--- src/rtl/shift_add_mult_seq_if.sv ---
// Operand/result handshake and accumulator drive bundle for the shift-add multiply sequencer.
interface shift_add_mult_seq_if #(
  parameter int N = 8
);
  logic           in_valid;
  logic           in_ready;
  logic [N-1:0]   a_in;
  logic [N-1:0]   b_in;
  logic           flush;
  logic           acc_load;
  logic           acc_en;
  logic [2*N-1:0] acc_data;
  logic           res_valid;
  logic           res_ready;
  logic           busy;

  modport master (
    output in_valid, a_in, b_in, flush, res_ready,
    input  in_ready, acc_load, acc_en, acc_data, res_valid, busy
  );

  modport slave (
    input  in_valid, a_in, b_in, flush, res_ready,
    output in_ready, acc_load, acc_en, acc_data, res_valid, busy
  );
endinterface

--- src/rtl/shift_add_mult_seq.sv ---
// Sequences one partial product per cycle (multiplier MSB first) into a 2N-bit shift accumulator,
// then holds the accumulator while offering the product over a result handshake.
module shift_add_mult_seq #(
  parameter int N  = 8,
  parameter int CW = $clog2(N)
) (
  input logic                clk,
  input logic                rst_n,
  shift_add_mult_seq_if.slave bus_if
);

  typedef enum logic [1:0] {IDLE, RUN, DONE} state_t;

  state_t         state_q;
  logic [CW-1:0]  count_q;
  logic [N-1:0]   a_q;
  logic [N-1:0]   b_q;

  logic           in_run;
  logic           in_done;
  logic           accept;
  logic           last_step;
  logic [CW-1:0]  bit_idx;

  assign in_run    = (state_q == RUN);
  assign in_done   = (state_q == DONE);
  assign last_step = (count_q == CW'(N-1));
  assign bit_idx   = CW'(N-1) - count_q;

  // In DONE a new pair may only enter alongside the consumer taking the product.
  assign bus_if.in_ready = (state_q == IDLE) || (in_done && bus_if.res_ready);
  assign accept          = bus_if.in_valid && bus_if.in_ready && !bus_if.flush;

  assign bus_if.busy      = in_run || in_done;
  assign bus_if.res_valid = in_done && !bus_if.flush;
  assign bus_if.acc_load  = in_run && (count_q == '0) && !bus_if.flush;
  assign bus_if.acc_en    = in_run && (count_q != '0) && !bus_if.flush;
  assign bus_if.acc_data  = (in_run && b_q[bit_idx]) ? {{N{1'b0}}, a_q} : '0;

  always_ff @(posedge clk or negedge rst_n) begin
    if (!rst_n) begin
      state_q <= IDLE;
      count_q <= '0;
      a_q     <= '0;
      b_q     <= '0;
    end else if (bus_if.flush) begin
      state_q <= IDLE;
      count_q <= '0;
    end else begin
      case (state_q)
        IDLE: begin
          if (accept) begin
            a_q     <= bus_if.a_in;
            b_q     <= bus_if.b_in;
            count_q <= '0;
            state_q <= RUN;
          end
        end
        RUN: begin
          if (last_step) begin
            count_q <= '0;
            state_q <= DONE;
          end else begin
            count_q <= count_q + 1'b1;
          end
        end
        DONE: begin
          if (bus_if.res_ready) begin
            if (accept) begin
              a_q     <= bus_if.a_in;
              b_q     <= bus_if.b_in;
              count_q <= '0;
              state_q <= RUN;
            end else begin
              state_q <= IDLE;
            end
          end
        end
        default: begin
          state_q <= IDLE;
          count_q <= '0;
        end
      endcase
    end
  end

endmodule

--- src/flat_wrapper.sv ---
// flat-port wrapper written by rule: the top's interface ports become plain ports
module shift_add_mult_seq_flat 
#(
  parameter int N  = 8,
  parameter int CW = $clog2(N)
)
  (clk, rst_n, bus_if_in_valid, bus_if_a_in, bus_if_b_in, bus_if_flush, bus_if_res_ready, bus_if_in_ready, bus_if_acc_load, bus_if_acc_en, bus_if_acc_data, bus_if_res_valid, bus_if_busy);
  shift_add_mult_seq_if #(.N(N)) bus_if_i ();
  input logic clk;
  input logic rst_n;
  input wire logic [$bits(bus_if_i.in_valid)-1:0] bus_if_in_valid;
  input wire logic [$bits(bus_if_i.a_in)-1:0] bus_if_a_in;
  input wire logic [$bits(bus_if_i.b_in)-1:0] bus_if_b_in;
  input wire logic [$bits(bus_if_i.flush)-1:0] bus_if_flush;
  input wire logic [$bits(bus_if_i.res_ready)-1:0] bus_if_res_ready;
  output wire logic [$bits(bus_if_i.in_ready)-1:0] bus_if_in_ready;
  output wire logic [$bits(bus_if_i.acc_load)-1:0] bus_if_acc_load;
  output wire logic [$bits(bus_if_i.acc_en)-1:0] bus_if_acc_en;
  output wire logic [$bits(bus_if_i.acc_data)-1:0] bus_if_acc_data;
  output wire logic [$bits(bus_if_i.res_valid)-1:0] bus_if_res_valid;
  output wire logic [$bits(bus_if_i.busy)-1:0] bus_if_busy;
  assign bus_if_i.in_valid = bus_if_in_valid;
  assign bus_if_i.a_in = bus_if_a_in;
  assign bus_if_i.b_in = bus_if_b_in;
  assign bus_if_i.flush = bus_if_flush;
  assign bus_if_i.res_ready = bus_if_res_ready;
  assign bus_if_in_ready = bus_if_i.in_ready;
  assign bus_if_acc_load = bus_if_i.acc_load;
  assign bus_if_acc_en = bus_if_i.acc_en;
  assign bus_if_acc_data = bus_if_i.acc_data;
  assign bus_if_res_valid = bus_if_i.res_valid;
  assign bus_if_busy = bus_if_i.busy;
  shift_add_mult_seq #(.N(N), .CW(CW)) u_core (.clk(clk), .rst_n(rst_n), .bus_if(bus_if_i));
endmodule
--- config.mk ---
export PLATFORM = sky130hd
export DESIGN_NAME = shift_add_mult_seq_flat
export DESIGN_NICKNAME = d
export VERILOG_FILES = /design/src/rtl/shift_add_mult_seq_if.sv /design/src/rtl/shift_add_mult_seq.sv /design/src/flat_wrapper.sv
export SDC_FILE = /design/constraint.sdc
export NUM_CORES = 1
export LEC_CHECK = 0
export ABC_AREA = 1
export CORE_UTILIZATION = 46
export CTS_CLUSTER_DIAMETER = 50
export DETAILED_ROUTE_END_ITERATION = 8
export PLACE_DENSITY = 0.85
export REMOVE_ABC_BUFFERS = 1
export SYNTH_ARGS = -nofsm -noshare
export SYNTH_HDL_FRONTEND = slang
export SYNTH_SLANG_ARGS = --single-unit
--- constraint.sdc ---
create_clock -name clk -period 2 [get_ports clk]
set_clock_uncertainty 0.05 [all_clocks]
set_input_delay 0.4 -clock clk [delete_from_list [all_inputs] [get_ports clk]]
set_output_delay 0.4 -clock clk [all_outputs]
set_load 0.1 [all_outputs]
Word level (Yosys, flattened, before mapping) --
Cells that the tools add are included. Widths: inputs -> output; s select.
Word-level totals: register bits 21, output and inout bits 21
Operators by class: add/sub/neg operators 2, magnitude comparators 1, equality and inequality tests 7, muxes and demuxes 20, bitwise gates (word level) 1, reduce and logical (&&, ||, !) cells 18
Operators with widths (number):
- $mux 8 | 5
- $pmux 8 s2 | 2
- $mux 3 | 4
- $logic_and 1x1->1 | 9
- $pmux 3 s3 | 1
- $mux 2 | 4
- $ne 3x3->1 const B | 2
- $pmux 2 s3 | 1
- $reduce_and 3->1 | 2
- $lt 3x4->1 const B | 1
- $add 3x1->3 const B | 1
- $bmux 1 s3 | 1
- $eq 3x3->1 const B | 1
- $logic_not 3->1 | 1
- $ne 3x2->1 const B | 1
- $reduce_bool 3->1 | 1
- $sub 3x3->3 const A | 1
- $eq 2x1->1 const B | 1
- $eq 2x2->1 const B | 1
- $logic_not 2->1 | 1
- $logic_or 1x1->1 | 2
- $mux 1 | 2
- $ne 2x2->1 const B | 1
- $reduce_bool 2->1 | 1
- 2 further kinds | 2

Depth between registers and ports, before layout --
Gate-level depths: netlist of run 1.
depth in word-level cells 9, mapped depth 9, mapped depth without buffers 9

Worst setup path before layout of run 1 --
No wires, ideal clock.
kind register to register, from register u_core.state_q[0], to register u_core.state_q[1], arrival 2.547 ns, required time 1.823 ns, path slack -0.724 ns, stages on the path, launching flop included 10, period minus slack after synthesis 2.724 ns, path through dfrtp_1 inv_1 ha_1 inv_1 nor2_1 nand2_2 nand2_1 nor2_2 nand3_1 o21ai_0
Between the ends: cells in the longest elaborated chain, start to end 7, elaborated cells between the ends (all ways) 13
RTL lines:
- from (decl) | RTL line shift_add_mult_seq.sv:14 | state_t state_q;
- from (signal assigned) | RTL line shift_add_mult_seq.sv:42 | state_q <= IDLE;
- from (signal assigned) | RTL line shift_add_mult_seq.sv:47 | state_q <= IDLE;
- from (signal assigned) | RTL line shift_add_mult_seq.sv:56 | state_q <= RUN;
- $eq 2x2->1 | RTL line shift_add_mult_seq.sv:26, shift_add_mult_seq.sv:50
- $logic_and 1x1->1 | RTL line shift_add_mult_seq.sv:31 | assign bus_if.in_ready = (state_q == IDLE) || (in_done && bus_if.res_ready);
- $logic_or 1x1->1 | RTL line shift_add_mult_seq.sv:31
- $logic_and 1x1->1 (2 in series) | RTL line shift_add_mult_seq.sv:32 | assign accept = bus_if.in_valid && bus_if.in_ready && !bus_if.flush;
- $ne 3x2->1 (no source line)
- $reduce_and 3->1 (no source line)
Several ways; a longest one is shown, not always the timed one. A chain may end at the register's enable or synchronous reset.

Final worst setup path of run 1 --
from register u_core.count_q[0], to output port bus_if_acc_data[4]
Between the ends: cells in the longest elaborated chain, start to end 5
RTL lines:
- from (decl) | RTL line shift_add_mult_seq.sv:15 | logic [CW-1:0] count_q;
- from (signal assigned) | RTL line shift_add_mult_seq.sv:64 | count_q <= count_q + 1'b1;
- $sub 3x3->3 | RTL line shift_add_mult_seq.sv:28 | assign bit_idx = CW'(N-1) - count_q;
- $bmux 1 s3 | RTL line shift_add_mult_seq.sv:38 | assign bus_if.acc_data = (in_run && b_q[bit_idx]) ? {{N{1'b0}}, a_q} : '0;
- $mux 1 (implied by the code) | RTL line shift_add_mult_seq.sv:38
- $logic_and 1x1->1 | RTL line shift_add_mult_seq.sv:38
- $mux 8 | RTL line shift_add_mult_seq.sv:38
- to (decl) | RTL line flat_wrapper.sv:19 | output wire logic [$bits(bus_if_i.acc_data)-1:0] bus_if_acc_data;
No other way between the ends. The select of a mux whose other input is x is not followed.

==> results of run 1 <==
[sequential cells by signal, summed over array words and instances (netlist names)]
| name | flops |
|---|---|
| u_core.state_q | 2 |
| u_core.a_q | 8 |
| u_core.b_q | 8 |
| u_core.count_q | 3 |
[area by class of cell]
class / instances / area (um2)
fill: 175 / 656
clock buffer: 3 / 22.5
clock inverter: 1 / 5.00
tap: 31 / 38.8
sequential: 21 / 528
timing repair buffer: 48 / 614
multi-input combinational: 110 / 785
inverter: 27 / 109
[cell families after synthesis]
group	count (synthesis)
flip-flops	21
adder cells (fa/ha/maj)	8
buffers and inverters	38
other	1
AO/OA/AOI/OAI	21
AND/OR/NAND/NOR	73
[path summary, 6_finish.rpt]
check                      cells past startpoint                            end  slack, ns                           from
max in group asynchronous                      2  u_core.state_q[1]$_DFFE_PN0P_       1.29                          rst_n
setup reg to reg                              11      u_core.b_q[6]$_DFFE_PN0P_       0.17  u_core.state_q[0]$_DFFE_PN0P_
min in group clk                               2      u_core.b_q[2]$_DFFE_PN0P_       0.50      u_core.b_q[2]$_DFFE_PN0P_
hold / removal                                 2      u_core.b_q[5]$_DFFE_PN0P_       0.37                          rst_n
setup / recovery                               7             bus_if_acc_data[4]      -0.14  u_core.count_q[0]$_DFFE_PN0P_
hold reg to reg                                2      u_core.b_q[2]$_DFFE_PN0P_       0.50      u_core.b_q[2]$_DFFE_PN0P_
[power groups by stage]
| stage | logic, mW | registers, mW | clock network, mW |
|---|---|---|---|
| 2_1_floorplan | 1.11 | 0.666 | 0 |
| 6_report | 1.97 | 0.680 | 0.212 |
| 3_5_place_dp | 1.59 | 0.677 | 0 |
| 4_1_cts | 1.85 | 0.664 | 0.214 |
| 3_3_place_gp | 1.57 | 0.668 | 0 |
| 5_1_grt | 2.09 | 0.697 | 0.235 |
[metal layers]
metal	vias to the layer above	track usage [%]
met4	0	12.5
met5	-	0
li1	584	-
met1	562	28.4
met2	43	34.9
met3	8	3.72
[cell usage in the layout (no fill, tap or decap), drive strengths merged]
cell / Yosys / layout
a21oi: 1 / 1
buf: 11 / 28
clkbuf: 0 / 3
clkdlybuf4s50: 0 / 20
clkinv: 0 / 1
conb: 1 / 8
dfrtp: 21 / 21
ha: 8 / 8
inv: 27 / 27
nand2: 42 / 42
nand3: 11 / 11
nand4: 1 / 1
nor2: 18 / 18
nor3: 1 / 1
o21ai: 20 / 20
[stage by stage]
stage               instances  util [%]  cell area (um2)  total power [mW]  hold WS, ns
global route              241      76.2             2100              3.02        0.367
CTS                       238      73.4             2020              2.73        0.371
floorplan                 158         -             1260              1.77       0.0544
detailed placement        227      65.6             1810              2.27        0.456
global placement          227      65.6             1810              2.23        0.453
finish                    241      76.2             2100              2.86        0.367
[worst max-delay path: stages, from the launching register on]
cell,delay (ns)
dfrtp_2,0.50
nand2_1,0.13
nand3_2,0.09
nand3_2,0.09
nand3_4,0.11
buf_12,0.16
nor2_4,0.10
buf_12,0.18
[repair_timing]
action	CTS	global route
gates resized for setup	29	16
setup buffers	7	3
pin swaps	5	5
cloned	0	0
setup endpoints to repair	12	12
==> flow_summary.yaml, run 1 <==
run_status:
  outcome: "finished, violations left"
  violations: "setup timing"
power:
  power.internal_mw: 1.41
  leakagePower_nw: 0.969
  peakVddDrop_v: 0.00154
  seq_power_share_pct: 23.7
  clockPowerShare_pct: 7.4
  switching_share_pct: 50.9
  p_sw_mw: 1.46
  combPwrFrac_pct: 68.9
  p_per_area_mw_per_mm2: 1360
synth:
  synthMostInstantiatedCell: "nand2_1"
  synth_top_family_by_area: "simple AND/OR/NAND/NOR gates"
  synth_xor_area_share_pct: 0
  synth_common_cells: "35 x nand2_1, 25 x inv_1, 21 x dfrtp_1, 16 x o21ai_2, 15 x nor2_1"
  yosys.area_share.simple_pct: 24.5
  synth_mux_area_share_pct: 0
  synthAdderAreaFrac_pct: 7.52
  ys_ff_latch: 21
  yosysTopAreaCell: "dfrtp_1"
  netlist_instances: 162
  synth-compound-area-share_pct: 13.3
  synth.avg_cell_area_um2: 8.22
  ys_top_cells_by_area: "dfrtp_1 39%, o21ai_2 11%, nand2_1 9.9%, ha_1 7.5%, inv_1 7.0%"
  yosysUniqueCellTypes: 22
  synth_top_area_share_pct: 39.5
  synth-async-reset-ratio_pct: 100
  synth_area_mm2: 0.00133
  yosysSeqAreaShare_pct: 39.5
  yosysWarnings: 0
  ys.flop_type: "dfrtp_1"
  synth_edf_count: 0
critical_path:
  cp.required_ns: 1.55
  cp-end-kind: "primary output"
  path_max_fanout: 6
  setup.worst_path.start_class: "flop"
  crit_type: "flop to primary output"
  arrival_ns: 1.69
routing:
  vias: 1197
  wl_per_cell_um: 13.6
  first_pass_iters: 4
  drtIter0Drc: 27
  wl_met3_um: 156
  routed-wl-met2_um: 1680
  routed_wl_um: 3280
  via_per_inst: 4.97
  drc: 0
  wl_met1_um: 1360
  drtAntennaViolNets: 0
  top_layer: "met4"
sta:
  setup_viol: 10
  report.final.slew_viol_count: 0
  layout_min_cycle_time_ns: 2.14
  hold_viol: 0
  setup_slack_ns: -0.141
  rsz0062_at_grt: "true"
  max_freq_mhz: 467
  fin_crit_sh_pct: 107
  finalSetupTns_ns: -1.22
die:
  dieHeight_um: 55.8
  start_util_pct: 48.3
  io-pin-count: 42
  fp.dieArea_mm2: 0.00311
  die_w_um: 55.8
  core.rowCount: 19
  core-area_mm2: 0.00276
placed_design:
  dp_slack_ns: 0.0631
  portBuffers: 33
  gp_congestion: 0.860
  dp.final_hpwl_um: 1950
clock_tree:
  numCtsBuffers: 3
  clock_path_buffers: 2
  cts_tree: "done"
  cts_root_buf: "clkbuf_4"
  cts_hold_buf: 0
  cts_sinks: 21
  htreeDepth: 1
  worstSkewPairLatency_ns: 0.32
  clkTransAtPathRegs_ns: 0.12
cells_and_area:
  diodes: 0
  syn_to_final_growth_pct: 57.9
  drive_gt1_share_pct: 42.9
  nNetsFinal: 240
worst_hold_path:
  hold_class: "input pin to asynchronous set/reset pin"
global_route:
  grt_max_degree: 33
  antenna_found_initial: 0
  grt_usage_pct: 22.0
  grt_pass1_wl_um: 5300
  gr-total-overflow: 0
  grt_pass1_vias: 1153
flow_run:
  maxCapViolCount: 0
Power figures use the tool's default switching activity.
==> inputs of run 2 (changes only) <==
--- a/config.mk
+++ b/config.mk
@@ -6,11 +6,13 @@
 export NUM_CORES = 1
 export LEC_CHECK = 0
 export ABC_AREA = 1
-export CORE_UTILIZATION = 46
+export CORE_UTILIZATION = 60
 export CTS_CLUSTER_DIAMETER = 50
 export DETAILED_ROUTE_END_ITERATION = 8
-export PLACE_DENSITY = 0.85
+export DONT_BUFFER_PORTS = 1
+export PLACE_DENSITY = 0.82
 export REMOVE_ABC_BUFFERS = 1
+export SKIP_LAST_GASP = 1
 export SYNTH_ARGS = -nofsm -noshare
 export SYNTH_HDL_FRONTEND = slang
 export SYNTH_SLANG_ARGS = --single-unit
==> run 2 against run 1 <==
Compared with the run above:
- combinational power is 11% lower
- the run still ends with setup timing left
- wire length rose by 7.1%
- register-to-register slack about the same
- critical path type unchanged
- largest cell class unchanged
- total power is 7.1% lower
==> flow_summary.yaml, run 2 (synthesis results as in run 1) <==
run_status:
  outcome: "finished, violations left"
  violations: "setup timing"
cells_and_area:
  reg_top3: "u_core.a_q (8), u_core.b_q (8), u_core.count_q (3)"
  diodes: 0
  nNetsFinal: 212
  syn_to_final_growth_pct: 33.5
  layout_commonest_cell: "nand2_1"
  drive_gt1_share_pct: 42.9
  final_cell_mix: "31 x nand2_1, 24 x inv_1, 19 x dfrtp_1, 16 x o21ai_2, 13 x buf_12"
critical_path:
  rrSetupSlack_ns: 0.17
  path_max_fanout: 8
  crit_type: "flop to primary output"
  arrival_ns: 1.76
  setup.worst_path.start_class: "flop"
  cp-end-kind: "primary output"
  cp.required_ns: 1.55
die:
  core-area_mm2: 0.00202
  io-pin-count: 42
  die_w_um: 49.1
  fp.dieArea_mm2: 0.00241
  dieHeight_um: 49.1
  start_util_pct: 65.8
  core.rowCount: 16
sta:
  setup_viol: 9
  holdWs_ns: 0.138
  fin_crit_sh_pct: 111
  relSlewSlack_pct: 38.2
  report.final.slew_viol_count: 0
  finalSetupTns_ns: -1.52
  worstMarginPinSlew_ns: 0.925
  setup_slack_ns: -0.212
  rsz0062_at_grt: "true"
  max_freq_mhz: 452
  hold_viol: 0
  layout_min_cycle_time_ns: 2.21
power:
  leakagePower_nw: 0.833
  power_mw: 2.66
  p_per_area_mw_per_mm2: 1500
  peakVddDrop_v: 0.00160
clock_tree:
  numCtsBuffers: 3
  cts_sinks: 21
  cts_root_buf: "clkbuf_4"
  htreeDepth: 1
  cts_tree: "done"
  clkTransAtPathRegs_ns: 0.13
  clock_path_buffers: 2
  worstSkewPairLatency_ns: 0.32
global_route:
  grt_max_degree: 33
  grt_usage_pct: 29.4
  grt_pass1_wl_um: 5310
  gr-total-overflow: 0
  grt_pass1_vias: 1142
  antenna_found_initial: 0
placed_design:
  dp.final_hpwl_um: 2060
  dp_slack_ns: 0.0561
  portBuffers: 0
  gp_congestion: 0.780
routing:
  routed_wl_um: 3510
  vias: 1150
  wl_per_cell_um: 16.8
  drtAntennaViolNets: 0
  first_pass_iters: 4
  via_per_inst: 5.50
  drtIter0Drc: 31
  drc: 0
worst_hold_path:
  hold_class: "input pin to flop"
flow_run:
  maxCapViolCount: 0
[run 2: changes by cell type in the layout (fill, tap and decap cells not counted), sizes merged]
cell           before  now
buf                28   19
clkbuf              3    4
clkdlybuf4s50      20    0
clkinv              1    0
dlygate4sd3         0    1
[run 2: per-stage QoR]
step | utilization [%] | area, um2 | instances
2_1_floorplan | - | 1260 | 158
3_3_place_gp | 78.7 | 1590 | 199
3_5_place_dp | 78.7 | 1590 | 199
4_1_cts | 85.0 | 1720 | 208
5_1_grt | 87.9 | 1780 | 209
6_report | 87.9 | 1780 | 209
[run 2: layer usage]
layer | up-vias | wire length [um] | part of all wire (%) | GRT usage, %
met4 | 0 | 143 | 4.1 | 15.2
met2 | 70 | 1850 | 53 | 55.3
li1 | 527 | - | - | -
met3 | 13 | 211 | 6.0 | 3.12
met5 | - | 0 | 0 | 0
met1 | 540 | 1310 | 37 | 32.0
[run 2: critical path: stages, from the launching register on]
cell and delay [ns]:
dfrtp_1 0.43, inv_1 0.18, nand3_2 0.12, nand3_2 0.11
nand3_4 0.18, nor2_2 0.21, buf_12 0.20
[run 2: path summary, 6_finish.rpt]
kind,from,endpoint,cells after the start
min in group asynchronous,rst_n,u_core.b_q[7]$_DFFE_PN0P_,1
worst max register to register,u_core.count_q[0]$_DFFE_PN0P_,u_core.state_q[1]$_DFFE_PN0P_,9
worst min register to register,u_core.b_q[3]$_DFFE_PN0P_,u_core.b_q[3]$_DFFE_PN0P_,2
worst min-delay path,bus_if_a_in[3],u_core.a_q[3]$_DFFE_PN0P_,2
worst max-delay path,u_core.count_q[1]$_DFFE_PN0P_,bus_if_acc_data[4],6
max in group asynchronous,rst_n,u_core.state_q[0]$_DFFE_PN0P_,1
[run 2: report_power, final]
part	internal (mW)	leakage, nW	switching [mW]
Sequential	0.604	0.260	0.0861
Combinational	0.558	0.558	1.20
Clock	0.0781	0.0150	0.134
[run 2: area by class of cell]
| cell class | count | area, um2 |
|---|---|---|
| inverter | 27 | 104 |
| clock buffer | 4 | 26.3 |
| timing repair buffer | 20 | 315 |
| tap | 27 | 33.8 |
| fill | 106 | 245 |
| sequential | 21 | 528 |
| multi-input combinational | 110 | 769 |
[run 2: timing repair]
item                       CTS  global route
pin swaps                    2             3
setup endpoints to repair   12            13
hold buffers                 1             0
resized for setup           14            11
setup buffers                4             1
hold endpoints to repair    21             0
==> inputs of run 3 (changes only) <==
--- a/config.mk
+++ b/config.mk
@@ -7,6 +7,7 @@
 export LEC_CHECK = 0
 export ABC_AREA = 1
 export CORE_UTILIZATION = 60
+export CTS_BUF_LIST = sky130_fd_sc_hd__clkbuf_4 sky130_fd_sc_hd__clkbuf_8 sky130_fd_sc_hd__clkbuf_16
 export CTS_CLUSTER_DIAMETER = 50
 export DETAILED_ROUTE_END_ITERATION = 8
 export DONT_BUFFER_PORTS = 1
==> run 3 against run 2 <==
Compared with the run above:
- the flow still finishes with violations (setup timing)
- critical path depth rose by 1
- utilization fell by 1.4 points
- global-route usage fell by 0.82 points
- critical endpoint is now bus_if_acc_data[1]
- highest routed layer unchanged
==> flow_summary.yaml, run 3 (synthesis results as in run 1) <==
sta:
  relSlewSlack_pct: 35.9
  layout_min_cycle_time_ns: 2.20
  setup_slack_ns: -0.205
  holdWs_ns: 0.142
  fin_crit_sh_pct: 110
  worstMarginPinSlew_ns: 0.959
  rsz0062_at_grt: "true"
  hold_viol: 0
  report.final.slew_viol_count: 0
  max_freq_mhz: 454
  setup_viol: 12
clock_tree:
  cts_root_buf: "clkbuf_4"
  worstSkewPairLatency_ns: 0.31
  clock_path_buffers: 2
  cts_tree: "done"
  numCtsBuffers: 3
  htreeDepth: 1
  clkTransAtPathRegs_ns: 0.12
  cts_sinks: 21
global_route:
  grt_pass1_vias: 1118
  grt_pass1_wl_um: 5180
  grt_max_degree: 33
  gr-total-overflow: 0
  grt_usage_pct: 28.6
  antenna_found_initial: 0
routing:
  drc: 0
  via_per_inst: 5.55
  routed_wl_um: 3310
  drtAntennaViolNets: 0
  first_pass_iters: 4
  wl_per_cell_um: 15.9
  vias: 1154
  drtIter0Drc: 26
run_status:
  violations: "setup timing"
  outcome: "finished, violations left"
flow_run:
  maxCapViolCount: 0
critical_path:
  cp-end-kind: "primary output"
  worstRegToRegCells: 9
  setup.worst_path.start_class: "flop"
  path_max_fanout: 8
  crit_type: "flop to primary output"
  arrival_ns: 1.75
  cp.required_ns: 1.55
power:
  leakagePower_nw: 0.828
  power_mw: 2.62
  peakVddDrop_v: 0.00145
  p_per_area_mw_per_mm2: 1500
cells_and_area:
  drive_gt1_share_pct: 42.5
  final_cell_mix: "31 x nand2_1, 24 x inv_1, 20 x dfrtp_1, 16 x o21ai_2, 13 x buf_12"
  layout_commonest_cell: "nand2_1"
  diodes: 0
  syn_to_final_growth_pct: 31.4
  nNetsFinal: 211
  final_util_pct: 86.5
  reg_top3: "u_core.a_q (8), u_core.b_q (8), u_core.count_q (3)"
  final_area_mm2: 0.00175
placed_design:
  gp_congestion: 0.780
  portBuffers: 0
  dp.final_hpwl_um: 2060
  dp_slack_ns: 0.0561
  placedInstanceArea_mm2: 0.00159
die:
  start_util_pct: 65.8
  fp.dieArea_mm2: 0.00241
  dieHeight_um: 49.1
  io-pin-count: 42
  core.rowCount: 16
  core-area_mm2: 0.00202
  die_w_um: 49.1
worst_hold_path:
  hold_class: "input pin to flop"
  holdPathStages: 2
==> run 3: cell types whose count changed in the layout (fill, tap and decap cells not counted), sizes merged <==
cell  delta
buf      -1
==> run 3: critical path, stage by stage (launching register included) <==
cell and delay (ns):
dfrtp_2 0.49, inv_4 0.09, nand2_1 0.10, nand3_2 0.08, nand3_2 0.11, nand3_4 0.17
nor2_2 0.20, buf_12 0.20
==> run 3: power by group <==
part / total [mW] / internal (mW) / switching (mW)
clock: 0.231 / 0.0917 / 0.139
sequential: 0.694 / 0.602 / 0.0915
combinational: 1.69 / 0.541 / 1.15
total: 2.62 / 1.23 / 1.38
==> run 3: final cells by class <==
cell class / count / area, um2
multi-input combinational: 110 / 747
sequential: 21 / 527
timing repair buffer: 19 / 308
clock buffer: 4 / 30.0
inverter: 27 / 104
fill: 105 / 273
tap: 27 / 33.8
==> run 3: metal layers <==
| layer | share of wire [%] | routed length [um] | global-route usage [%] |
|---|---|---|---|
| met1 | 36 | 1180 | 33.9 |
| met3 | 7.1 | 235 | 3.74 |
| met2 | 54 | 1800 | 50.2 |
| met4 | 2.9 | 96 | 14.2 |
| met5 | 0 | 0 | 0 |
==> run 3: metrics by stage <==
step | setup TNS, ns | instances
after floorplan | -15.65 | 158
after global placement | 0 | 199
after detailed placement | 0 | 199
after CTS | -0.641 | 207
after global routing | -2.33 | 208
final | -1.66 | 208
==> run 3: worst paths after layout <==
| check | from | endpoint | slack (ns) |
|---|---|---|---|
| worst max-delay path | u_core.count_q[0]$_DFFE_PN0P_ | bus_if_acc_data[1] | -0.20 |
| worst min-delay path | bus_if_a_in[1] | u_core.a_q[1]$_DFFE_PN0P_ | 0.14 |
| worst max register to register | u_core.state_q[0]$_DFFE_PN0P_ | u_core.b_q[5]$_DFFE_PN0P_ | 0.22 |
| worst min register to register | u_core.b_q[0]$_DFFE_PN0P_ | u_core.b_q[0]$_DFFE_PN0P_ | 0.49 |
| max in group asynchronous | rst_n | u_core.count_q[0]$_DFFE_PN0P_ | 0.64 |
| min in group asynchronous | rst_n | u_core.b_q[7]$_DFFE_PN0P_ | 0.62 |
==> run 3: what timing repair did <==
| action | CTS | global route |
|---|---|---|
| setup endpoints to repair | 12 | 13 |
| setup buffers | 3 | 1 |
| pin swaps | 3 | 1 |
| hold buffers | 1 | 0 |
| endpoints found under the hold margin | 21 | 0 |
| resized for setup | 12 | 9 |
